**src/rtl/melody_sequencer_if.sv**
```systemverilog
`default_nettype none
// ----------------------------------------------------------------------------
// melody_sequencer_if : control, pattern-write and oscillator-drive bundle
// Revision 1.0
// ----------------------------------------------------------------------------
interface melody_sequencer_if #(
  parameter int WIDTH  = 18,
  parameter int ADDR_W = 4
);
  logic              i_start;
  logic              i_stop;
  logic              i_loop_en;
  logic              i_wr_en;
  logic [ADDR_W-1:0] i_wr_addr;
  logic [11:0]       i_wr_data;
  logic [WIDTH-1:0]  o_tuning_increment;
  logic              o_gate;
  logic              o_playing;
  logic [ADDR_W-1:0] o_step_idx;
  logic              o_done;

  modport master (
    output i_start, i_stop, i_loop_en, i_wr_en, i_wr_addr, i_wr_data,
    input  o_tuning_increment, o_gate, o_playing, o_step_idx, o_done
  );

  modport slave (
    input  i_start, i_stop, i_loop_en, i_wr_en, i_wr_addr, i_wr_data,
    output o_tuning_increment, o_gate, o_playing, o_step_idx, o_done
  );
endinterface
`default_nettype wire

```
**src/rtl/melody_sequencer.sv**
```systemverilog
`default_nettype none
// ----------------------------------------------------------------------------
// melody_sequencer : 16-step note pattern player driving a square-wave
//                    oscillator half-period count and an articulation gate
// Revision 1.0
// ----------------------------------------------------------------------------
module melody_sequencer #(
  parameter int WIDTH      = 18,
  parameter int BEAT_DIV   = 3000000,
  parameter int GAP_CYCLES = 120000,
  parameter int STEPS      = 16,
  parameter int ADDR_W     = $clog2(STEPS)
) (
  input  logic              clk,
  input  logic              rst,
  melody_sequencer_if.slave bus
);

  localparam int c_cnt_w = $clog2(15 * BEAT_DIV + 1);
  localparam logic [c_cnt_w-1:0] c_beat = c_cnt_w'(BEAT_DIV);
  localparam logic [c_cnt_w-1:0] c_gap  = c_cnt_w'(GAP_CYCLES);
  localparam logic [c_cnt_w-1:0] c_one  = c_cnt_w'(1);
  localparam logic [ADDR_W-1:0]  c_last = ADDR_W'(STEPS - 1);

  typedef enum logic [1:0] {
    S_IDLE  = 2'd0,
    S_FETCH = 2'd1,
    S_PLAY  = 2'd2
  } state_t;

  state_t               r_state, w_state_nxt;
  logic [ADDR_W-1:0]    r_idx, w_idx_nxt;
  logic [c_cnt_w-1:0]   r_cnt, w_cnt_nxt;
  logic [WIDTH-1:0]     r_tuning, w_tuning_nxt;
  logic                 r_rest, w_rest_nxt;
  logic                 r_gate, w_gate_nxt;
  logic                 r_done, w_done_nxt;

  logic [11:0]          r_mem [STEPS];
  logic [11:0]          r_rd_data;

  logic [3:0]           w_dur;
  logic [2:0]           w_oct;
  logic [3:0]           w_semi;
  logic                 w_is_rest;
  logic [WIDTH-1:0]     w_base;
  logic [c_cnt_w-1:0]   w_len;

  assign w_dur     = r_rd_data[11:8];
  assign w_oct     = r_rd_data[7:5];
  assign w_semi    = r_rd_data[3:0];
  assign w_is_rest = r_rd_data[4] | (w_semi >= 4'd12);
  assign w_len     = c_beat * {{(c_cnt_w-4){1'b0}}, w_dur};

  // Octave-0 half-period counts, C2..B2, for a 12 MHz clock
  always_comb begin
    w_base = '0;
    case (w_semi)
      4'd0:    w_base = WIDTH'(91733);
      4'd1:    w_base = WIDTH'(86585);
      4'd2:    w_base = WIDTH'(81725);
      4'd3:    w_base = WIDTH'(77138);
      4'd4:    w_base = WIDTH'(72808);
      4'd5:    w_base = WIDTH'(68722);
      4'd6:    w_base = WIDTH'(64865);
      4'd7:    w_base = WIDTH'(61224);
      4'd8:    w_base = WIDTH'(57788);
      4'd9:    w_base = WIDTH'(54544);
      4'd10:   w_base = WIDTH'(51483);
      4'd11:   w_base = WIDTH'(48593);
      default: w_base = '0;
    endcase
  end

  // Read address follows the next step index so the word is ready during FETCH
  always_ff @(posedge clk) begin
    if (bus.i_wr_en) r_mem[bus.i_wr_addr] <= bus.i_wr_data;
    r_rd_data <= r_mem[w_idx_nxt];
  end

  always_comb begin
    w_state_nxt  = r_state;
    w_idx_nxt    = r_idx;
    w_cnt_nxt    = r_cnt;
    w_tuning_nxt = r_tuning;
    w_rest_nxt   = r_rest;
    w_done_nxt   = 1'b0;
    if (bus.i_stop) begin
      w_state_nxt = S_IDLE;
      w_cnt_nxt   = '0;
    end else begin
      case (r_state)
        S_IDLE: begin
          if (bus.i_start) begin
            w_state_nxt = S_FETCH;
            w_idx_nxt   = '0;
          end
        end
        S_FETCH: begin
          if (w_dur != 4'd0) begin
            w_state_nxt = S_PLAY;
            w_cnt_nxt   = w_len - c_one;
            w_rest_nxt  = w_is_rest;
            if (!w_is_rest) w_tuning_nxt = w_base >> w_oct;
          end else if ((r_idx != '0) && bus.i_loop_en) begin
            w_idx_nxt = '0;
          end else begin
            w_state_nxt = S_IDLE;
            w_done_nxt  = 1'b1;
          end
        end
        S_PLAY: begin
          if (r_cnt == '0) begin
            if (r_idx == c_last) begin
              if (bus.i_loop_en) begin
                w_state_nxt = S_FETCH;
                w_idx_nxt   = '0;
              end else begin
                w_state_nxt = S_IDLE;
                w_done_nxt  = 1'b1;
              end
            end else begin
              w_state_nxt = S_FETCH;
              w_idx_nxt   = r_idx + ADDR_W'(1);
            end
          end else begin
            w_cnt_nxt = r_cnt - c_one;
          end
        end
        default: w_state_nxt = S_IDLE;
      endcase
    end
    // Counter runs down to 0; the last GAP_CYCLES values mute the note
    w_gate_nxt = (w_state_nxt == S_PLAY) && !w_rest_nxt && (w_cnt_nxt >= c_gap);
  end

  always_ff @(posedge clk) begin
    if (rst) begin
      r_state  <= S_IDLE;
      r_idx    <= '0;
      r_cnt    <= '0;
      r_tuning <= '0;
      r_rest   <= 1'b0;
      r_gate   <= 1'b0;
      r_done   <= 1'b0;
    end else begin
      r_state  <= w_state_nxt;
      r_idx    <= w_idx_nxt;
      r_cnt    <= w_cnt_nxt;
      r_tuning <= w_tuning_nxt;
      r_rest   <= w_rest_nxt;
      r_gate   <= w_gate_nxt;
      r_done   <= w_done_nxt;
    end
  end

  assign bus.o_tuning_increment = r_tuning;
  assign bus.o_gate             = r_gate;
  assign bus.o_playing          = (r_state != S_IDLE);
  assign bus.o_step_idx         = r_idx;
  assign bus.o_done             = r_done;

endmodule
`default_nettype wire
```
**src/flat_wrapper.sv**
```systemverilog
// flat-port wrapper written by rule: the top's interface ports become plain ports
module melody_sequencer_flat 
#(
  parameter int WIDTH      = 18,
  parameter int BEAT_DIV   = 3000000,
  parameter int GAP_CYCLES = 120000,
  parameter int STEPS      = 16,
  parameter int ADDR_W     = $clog2(STEPS)
)
  (clk, rst, bus_i_start, bus_i_stop, bus_i_loop_en, bus_i_wr_en, bus_i_wr_addr, bus_i_wr_data, bus_o_tuning_increment, bus_o_gate, bus_o_playing, bus_o_step_idx, bus_o_done);
  melody_sequencer_if #(.WIDTH(WIDTH), .ADDR_W(ADDR_W)) bus_i ();
  input  logic clk;
  input  logic rst;
  input wire logic [$bits(bus_i.i_start)-1:0] bus_i_start;
  input wire logic [$bits(bus_i.i_stop)-1:0] bus_i_stop;
  input wire logic [$bits(bus_i.i_loop_en)-1:0] bus_i_loop_en;
  input wire logic [$bits(bus_i.i_wr_en)-1:0] bus_i_wr_en;
  input wire logic [$bits(bus_i.i_wr_addr)-1:0] bus_i_wr_addr;
  input wire logic [$bits(bus_i.i_wr_data)-1:0] bus_i_wr_data;
  output wire logic [$bits(bus_i.o_tuning_increment)-1:0] bus_o_tuning_increment;
  output wire logic [$bits(bus_i.o_gate)-1:0] bus_o_gate;
  output wire logic [$bits(bus_i.o_playing)-1:0] bus_o_playing;
  output wire logic [$bits(bus_i.o_step_idx)-1:0] bus_o_step_idx;
  output wire logic [$bits(bus_i.o_done)-1:0] bus_o_done;
  assign bus_i.i_start = bus_i_start;
  assign bus_i.i_stop = bus_i_stop;
  assign bus_i.i_loop_en = bus_i_loop_en;
  assign bus_i.i_wr_en = bus_i_wr_en;
  assign bus_i.i_wr_addr = bus_i_wr_addr;
  assign bus_i.i_wr_data = bus_i_wr_data;
  assign bus_o_tuning_increment = bus_i.o_tuning_increment;
  assign bus_o_gate = bus_i.o_gate;
  assign bus_o_playing = bus_i.o_playing;
  assign bus_o_step_idx = bus_i.o_step_idx;
  assign bus_o_done = bus_i.o_done;
  melody_sequencer #(.WIDTH(WIDTH), .BEAT_DIV(BEAT_DIV), .GAP_CYCLES(GAP_CYCLES), .STEPS(STEPS), .ADDR_W(ADDR_W)) u_core (.clk(clk), .rst(rst), .bus(bus_i));
endmodule
```
**config.mk**
```make
export PLATFORM = sky130hd
export DESIGN_NAME = melody_sequencer_flat
export DESIGN_NICKNAME = d
export VERILOG_FILES = /design/src/rtl/melody_sequencer_if.sv /design/src/rtl/melody_sequencer.sv /design/src/flat_wrapper.sv
export SDC_FILE = /design/constraint.sdc
export NUM_CORES = 1
export LEC_CHECK = 0
export CORE_MARGIN = 3
export CORE_UTILIZATION = 62
export CTS_CLUSTER_SIZE = 16
export DETAILED_ROUTE_END_ITERATION = 16
export HOLD_SLACK_MARGIN = 0.05
export PLACE_DENSITY_LB_ADDON = 0.1
export SLEW_MARGIN = 20
export SYNTH_ARGS = -nofsm -noshare
export SYNTH_HDL_FRONTEND = slang
export SYNTH_SLANG_ARGS = --single-unit
```
**constraint.sdc**
```tcl
create_clock -name clk -period 5.2 [get_ports clk]
set_clock_uncertainty 0.15 [all_clocks]
set_input_delay 0.52 -clock clk [delete_from_list [all_inputs] [get_ports clk]]
set_output_delay 0.52 -clock clk [all_outputs]
set_load 0.02 [all_outputs]
```
# After elaboration in Yosys (flattened, before gate mapping)
# Memory sizes are Yosys's and may differ from the RTL's. A register that Yosys moved wholly into a read port is not among the register bits.
# Index checks and enable logic that the tools add are counted.
[op_classes]
mux = 31
reduce_logical = 11
bitwise_logic = 3
eq_ne = 4
n_shift = 1
n_addsub = 3
n_lt_le_gt_ge = 2
multipliers = 1
[op_table]
columns = ["cell", "n"]
rows = [
  ["$mux W26", 3],
  ["$pmux W26 S2", 1],
  ["$sub A26 B1 Y26 const B", 2],
  ["$mux W4", 7],
  ["$ge A26 B17 Y1 const B", 1],
  ["$logic_not A26 Y1", 1],
  ["$mul A16 B4 Y20 const A", 1],
  ["$shr A18 B3 Y18", 1],
  ["$mux W1", 12],
  ["$pmux W4 S3", 1],
  ["$mux W2", 5],
  ["$reduce_bool A4 Y1", 2],
  ["$pmux W2 S3", 1],
  ["$add A4 B1 Y4 const B", 1],
  ["$eq A2 B2 Y1 const B", 2],
  ["$eq A4 B4 Y1 const B", 1],
  ["$ge A4 B4 Y1 const B", 1],
  ["$reduce_and A4 Y1", 1],
  ["$logic_and A1 B1 Y1", 3],
  ["$eq A2 B1 Y1 const B", 1],
  ["$logic_not A2 Y1", 1],
  ["$not A1 Y1", 2],
  ["$pmux W1 S2", 1],
  ["$reduce_bool A2 Y1", 1],
  ["other kinds (3)", 3],
]
[word_totals]
input_bits = 22
register_bits = 53
ram_bits = 192
out_inout_bits = 25
mem_count = 2
romBits = 272
[mem_list]
columns = ["name", "words", "word_bits", "read_ports", "rd_ports_with_merged_regs", "wr", "line_no", "text"]
rows = [
  ["(no name shown)", 16, 17, 1, 0, 0, "melody_sequencer.sv:58", "case (w_semi)"],
  ["u_core.r_mem", 16, 12, 1, 1, 1, "melody_sequencer.sv:39", "logic [11:0] r_mem [STEPS];"],
]

# Depth between registers and ports, before layout
[logic_depth]
ltp_word = 9
ltp_mapped = 17

# Least setup slack after synthesis
# OpenSTA, ideal clock, no wires.
[synth_timing]
path_type = "register -> register"
start = "register u_core.r_rd_data[10], read port of u_core.r_mem"
end = "register u_core.r_gate, in the netlist u_core.bus.o_gate"
path_buffers = 1
required_ns = 4.904
slack_ns = 0.716
t_arrival_ns = 4.188
setup_ns = 0.146
stages_incl_launch_ff = 18
path_cell_list = "dfxtp_1 > inv_1 > ha_1 > xor2_1 > ha_1 > or2_2 > ha_1 > a31oi_4 > a221oi_2 > or3_4 > a21o_1 > or4_1 > buf_2 > o31a_1 > nor3_2 > o21ai_1 > nor4_1 > a41oi_1"
[synth_via]
elab_chain_cells = 7
elab_cells_between_ends = 17
[synth_rtl]
columns = ["element", "line_no", "text"]
rows = [
  ["start, declared", "melody_sequencer.sv:40", "logic [11:0] r_rd_data;"],
  ["$mul A16 B4 Y20 / $reduce_bool A4 Y1 (equally long branches)", "melody_sequencer.sv:53, melody_sequencer.sv:100", ""],
  ["$sub A26 B1 Y26 (tied with other cells)", "melody_sequencer.sv:102", "w_cnt_nxt = w_len - c_one;"],
  ["$mux W26 (tied with other cells)", "melody_sequencer.sv:100", "if (w_dur != 4'd0) begin"],
  ["$pmux W26 S2 (tied with other cells)", "melody_sequencer.sv:92", "case (r_state)"],
  ["$mux W26 (tied with other cells)", "melody_sequencer.sv:88", "if (bus.i_stop) begin"],
  ["$ge A26 B17 Y1 / $logic_and A1 B1 Y1 (equally long branches)", "melody_sequencer.sv:134", "w_gate_nxt = (w_state_nxt == S_PLAY) && !w_rest_nxt && (w_cnt_nxt >= c_gap);"],
  ["$logic_and A1 B1 Y1 (*)", "melody_sequencer.sv:134", ""],
  ["end signal, assigned", "melody_sequencer.sv:152", "r_gate <= w_gate_nxt;"],
  ["end, declared", "melody_sequencer.sv:36", "logic r_gate, w_gate_nxt;"],
]
# Mark *: on every way between the ends. The rest lies on a longest branch, timed or not.
# A chain may end at the register's enable or synchronous reset.

# Worst setup path after layout
# Ends and elaborated chain as after synthesis.

==> run metrics <==
Die ar.=23820 µm²; critical path arrival=5.10 ns; Final Routed Wirelength=31100 µm; endpoint of the worst hold path=u_core.bus.o_tuning_increment[16]$_SDFFE_PP0P_; worst supply voltage drop on vdd=367.1 µV; routability-driven placement congestion ratio=0.9687; mean post-synth cell area=11.29 µm²; number of setup violations in the final report=0; relative max-transition margin=30.18%; number of warnings reported in the yosys synthesis log=0; count of inserted antenna diode cells=0; Initial Utilization=63.90%; count of flip-flops with a built-in enable after synthesis=192; gr usage total=25.76%; height of the chip=154.3 µm; I/O pin count=47; net count of the finished layout=1315; launching element type of the critical path=register; ratio of routed vias to standard cells=6.230; detailed-placement wirelength estimate=21330 µm; kind of path behind the tightest hold check=register to register; highest net fanout along the worst path=7; Remaining Overflow, GRT=0; input/output buffers=45; global-route wire length before repair=49730 µm; share of the core filled with cells in the final layout=71.97%; ys flop type=sky130_fd_sc_hd__edfxtp_1; final cycle utilization of the critical path=93.41%; count of antenna-violating nets left after detailed routing=0; CTS Buf Count=27; Worst Hold Depth=2; number of global-route vias before repair=9305; asr flop ratio synth=0%; Rows=53; first-iteration detailed-routing DRC count=674; die extent in x=154.3 µm; sequential power share=49.3%; CTS H-Tree Depth=1; final worst-path setup slack=0.3427 ns; shortest period the worst path allows=4.857 ns; Comb pwr share=7.3%; cell count of the worst reg-to-reg path=16; TritonCTS Sinks=256; drc violations=0; most common cell after layout, fill and taps aside=sky130_fd_sc_hd__mux2i_1; worst path required time=5.44 ns; clock tree from TritonCTS=yes; internal power contribution=3.551 mW; Synthesized Nets=1277; power per unit of standard cell area=296.6 nW/µm²; clock buffer depth=3; placement-stage worst setup slack=0.2736 ns; Leakage Power=6.543 nW; CP endpoint kind=register; clock root buffer=sky130_fd_sc_hd__clkbuf_16; max-slew violation count=0; register bit total from synthesis=256; maximum clock frequency=205.9 MHz; Final Hold Violating Endpoints=0; number of antenna violations at the first check in global routing=0; area grow syn2layout=12.64%; CORE AREA=21350 µm²; proportion of power drawn by the clock network=43.4%; iteration count of the initial detailed-routing pass=5; commonest non-fill, non-tap cells in the layout=197 x sky130_fd_sc_hd__mux2i_1, 192 x sky130_fd_sc_hd__edfxtp_1, 108 x sky130_fd_sc_hd__nor2_1, 68 x sky130_fd_sc_hd__nand2_1, 62 x sky130_fd_sc_hd__dfxtp_1; max_cap viols=0; number of instances in the synthesized netlist=1209; Clk Latency, worst-skew pair=0.54 ns; via count=9606; accumulated negative setup slack=0 ns; hold-fix buffers at CTS=0; P_sw=1.007 mW; transition time at the pin with the least slew margin=1.042 ns; final routed wire length divided by cell count=20.17 µm; Post-Synthesis Cell Area=13640 µm²; Worst Path Class, Setup=register to register; hold path startpoint=u_core.bus.o_tuning_increment[16]$_SDFFE_PP0P_; fraction of final layout cells with drive strength greater than 1=8.919%; post-synthesis sequential area ratio=51.65%; switching share of power=22.10%; outcome=finished clean; origin of the critical flop-to-flop path=u_core.r_rd_data[10]$_DFF_P_; setup slack on the worst flop-to-flop path=0.34 ns; clock edge transition at the registers on the reported setup and hold paths=0.06 ns; largest net degree at the start of global routing=49; RSZ-0062 raised after global routing=no; end of the worst register-to-register path=u_core.bus.o_gate$_SDFF_PP0_; Synth cell types=86
## worst max-delay path, cell delays in order, from the launching register on
cell and delay [ns]:
sky130_fd_sc_hd__dfxtp_2 0.41, sky130_fd_sc_hd__inv_1 0.08, sky130_fd_sc_hd__ha_1 0.34, sky130_fd_sc_hd__xor2_1 0.18
sky130_fd_sc_hd__ha_1 0.19, sky130_fd_sc_hd__or2_2 0.31, sky130_fd_sc_hd__ha_1 0.37, sky130_fd_sc_hd__a31oi_4 0.29
sky130_fd_sc_hd__a221oi_2 0.12, sky130_fd_sc_hd__or3_4 0.35, sky130_fd_sc_hd__a21o_1 0.21, sky130_fd_sc_hd__or4_1 0.64
sky130_fd_sc_hd__o31a_1 0.30, sky130_fd_sc_hd__nor3_2 0.19, sky130_fd_sc_hd__o21ai_1 0.08, sky130_fd_sc_hd__nor4_1 0.33
sky130_fd_sc_hd__a41oi_1 0.16
## synth_stat cells, types with 9 or more instances
cell type | count | area (µm²)
sky130_fd_sc_hd__edfxtp_1 | 192 | 5766
sky130_fd_sc_hd__clkbuf_1 | 32 | 120.1
sky130_fd_sc_hd__nand4_1 | 9 | 56.30
sky130_fd_sc_hd__o21ai_0 | 61 | 305.3
sky130_fd_sc_hd__nor3_1 | 40 | 200.2
sky130_fd_sc_hd__buf_4 | 9 | 67.56
sky130_fd_sc_hd__mux2i_1 | 197 | 1972
sky130_fd_sc_hd__a31oi_1 | 17 | 106.4
sky130_fd_sc_hd__inv_1 | 34 | 127.6
sky130_fd_sc_hd__nor2_1 | 111 | 416.7
sky130_fd_sc_hd__xnor2_1 | 17 | 148.9
sky130_fd_sc_hd__xor2_1 | 11 | 96.34
sky130_fd_sc_hd__a211oi_1 | 13 | 97.59
sky130_fd_sc_hd__or3_1 | 9 | 56.30
sky130_fd_sc_hd__nand2_1 | 68 | 255.2
sky130_fd_sc_hd__nand3_1 | 20 | 100.1
sky130_fd_sc_hd__ha_1 | 43 | 538.0
sky130_fd_sc_hd__a21oi_1 | 50 | 250.2
sky130_fd_sc_hd__nor4_1 | 12 | 75.07
sky130_fd_sc_hd__buf_2 | 14 | 70.07
sky130_fd_sc_hd__dfxtp_1 | 64 | 1281
sky130_fd_sc_hd__a22oi_1 | 10 | 75.07
## how the worst max path moves through the flow
stage	endpoint	from	cells after the start	slack, ns
4_1_cts	u_core.bus.o_gate$_SDFF_PP0_	u_core.r_rd_data[10]$_DFF_P_	16	0.25
3_5_place_dp	u_core.bus.o_gate$_SDFF_PP0_	u_core.r_rd_data[10]$_DFF_P_	16	0.27
5_1_grt	u_core.bus.o_gate$_SDFF_PP0_	u_core.r_rd_data[10]$_DFF_P_	16	0.04
2_1_floorplan	u_core.bus.o_gate$_SDFF_PP0_	u_core.r_rd_data[10]$_DFF_P_	17	0.72
6_report	u_core.bus.o_gate$_SDFF_PP0_	u_core.r_rd_data[10]$_DFF_P_	16	0.34
3_3_place_gp	u_core.bus.o_gate$_SDFF_PP0_	u_core.r_rd_data[10]$_DFF_P_	16	0.40
## metal layers
metal / track usage, % / up-vias / part of all wire [%]
met4: 7.696 / 0 / 2.4
met5: 0 / - / 0
met3: 3.106 / 57 / 4.9
li1: - / 4651 / -
met2: 42.91 / 298 / 48
met1: 35.86 / 4600 / 45
## repair_timing
item,in CTS,in global routing
buffers inserted,0,0
setup endpoints to repair,0,1
gates resized for setup,0,3
## per-stage QoR
stage	total power [mW]	instance area (µm²)	hold WS [ns]	instances
final	4.558	15370	0.2997	1542
after global routing	4.688	15370	0.3504	1542
after CTS	4.582	15350	0.3001	1542
after detailed placement	2.618	14430	0.2923	1493
after global placement	2.611	14430	0.2911	1493
after floorplan	2.507	13640	0.3311	1209
## final cells by class
type	count	area [µm²]
multi-input cells	852	6206
inverters	37	138.9
clock inverters	19	232.7
well taps	275	344.1
fillers	1496	5984
flip-flops and latches	256	7049
repair buffers	73	710.7
clock buffers	30	686.9
## kinds of logic after synthesis
family | synth area share [%]
compound gates | 12.19
xor+xnor | 1.797
fa+ha+maj | 4.383
buf+inv | 3.430
flops | 51.65
mux | 14.78
other cells | 0.02748
simple gates | 11.75
## registers in the layout, summed over array words and instances, names as in the netlist
signal                         flops
u_core.bus.o_done                  1
u_core.bus.o_tuning_increment     17
u_core.r_rd_data                  12
u_core.bus.o_gate                  1
u_core.r_cnt                      26
u_core.bus.o_step_idx              4
u_core.r_mem                     192
u_core.r_rest                      1
u_core.r_state                     2
## power by group through the flow
stage | clock network, mW | registers (mW) | logic, mW
3_3_place_gp | 0 | 2.29 | 0.322
3_5_place_dp | 0 | 2.29 | 0.326
2_1_floorplan | 0 | 2.29 | 0.221
4_1_cts | 2.01 | 2.25 | 0.328
5_1_grt | 2.07 | 2.25 | 0.366
6_report | 1.98 | 2.25 | 0.332
Note: power is estimated with default switching activity, not from simulation.
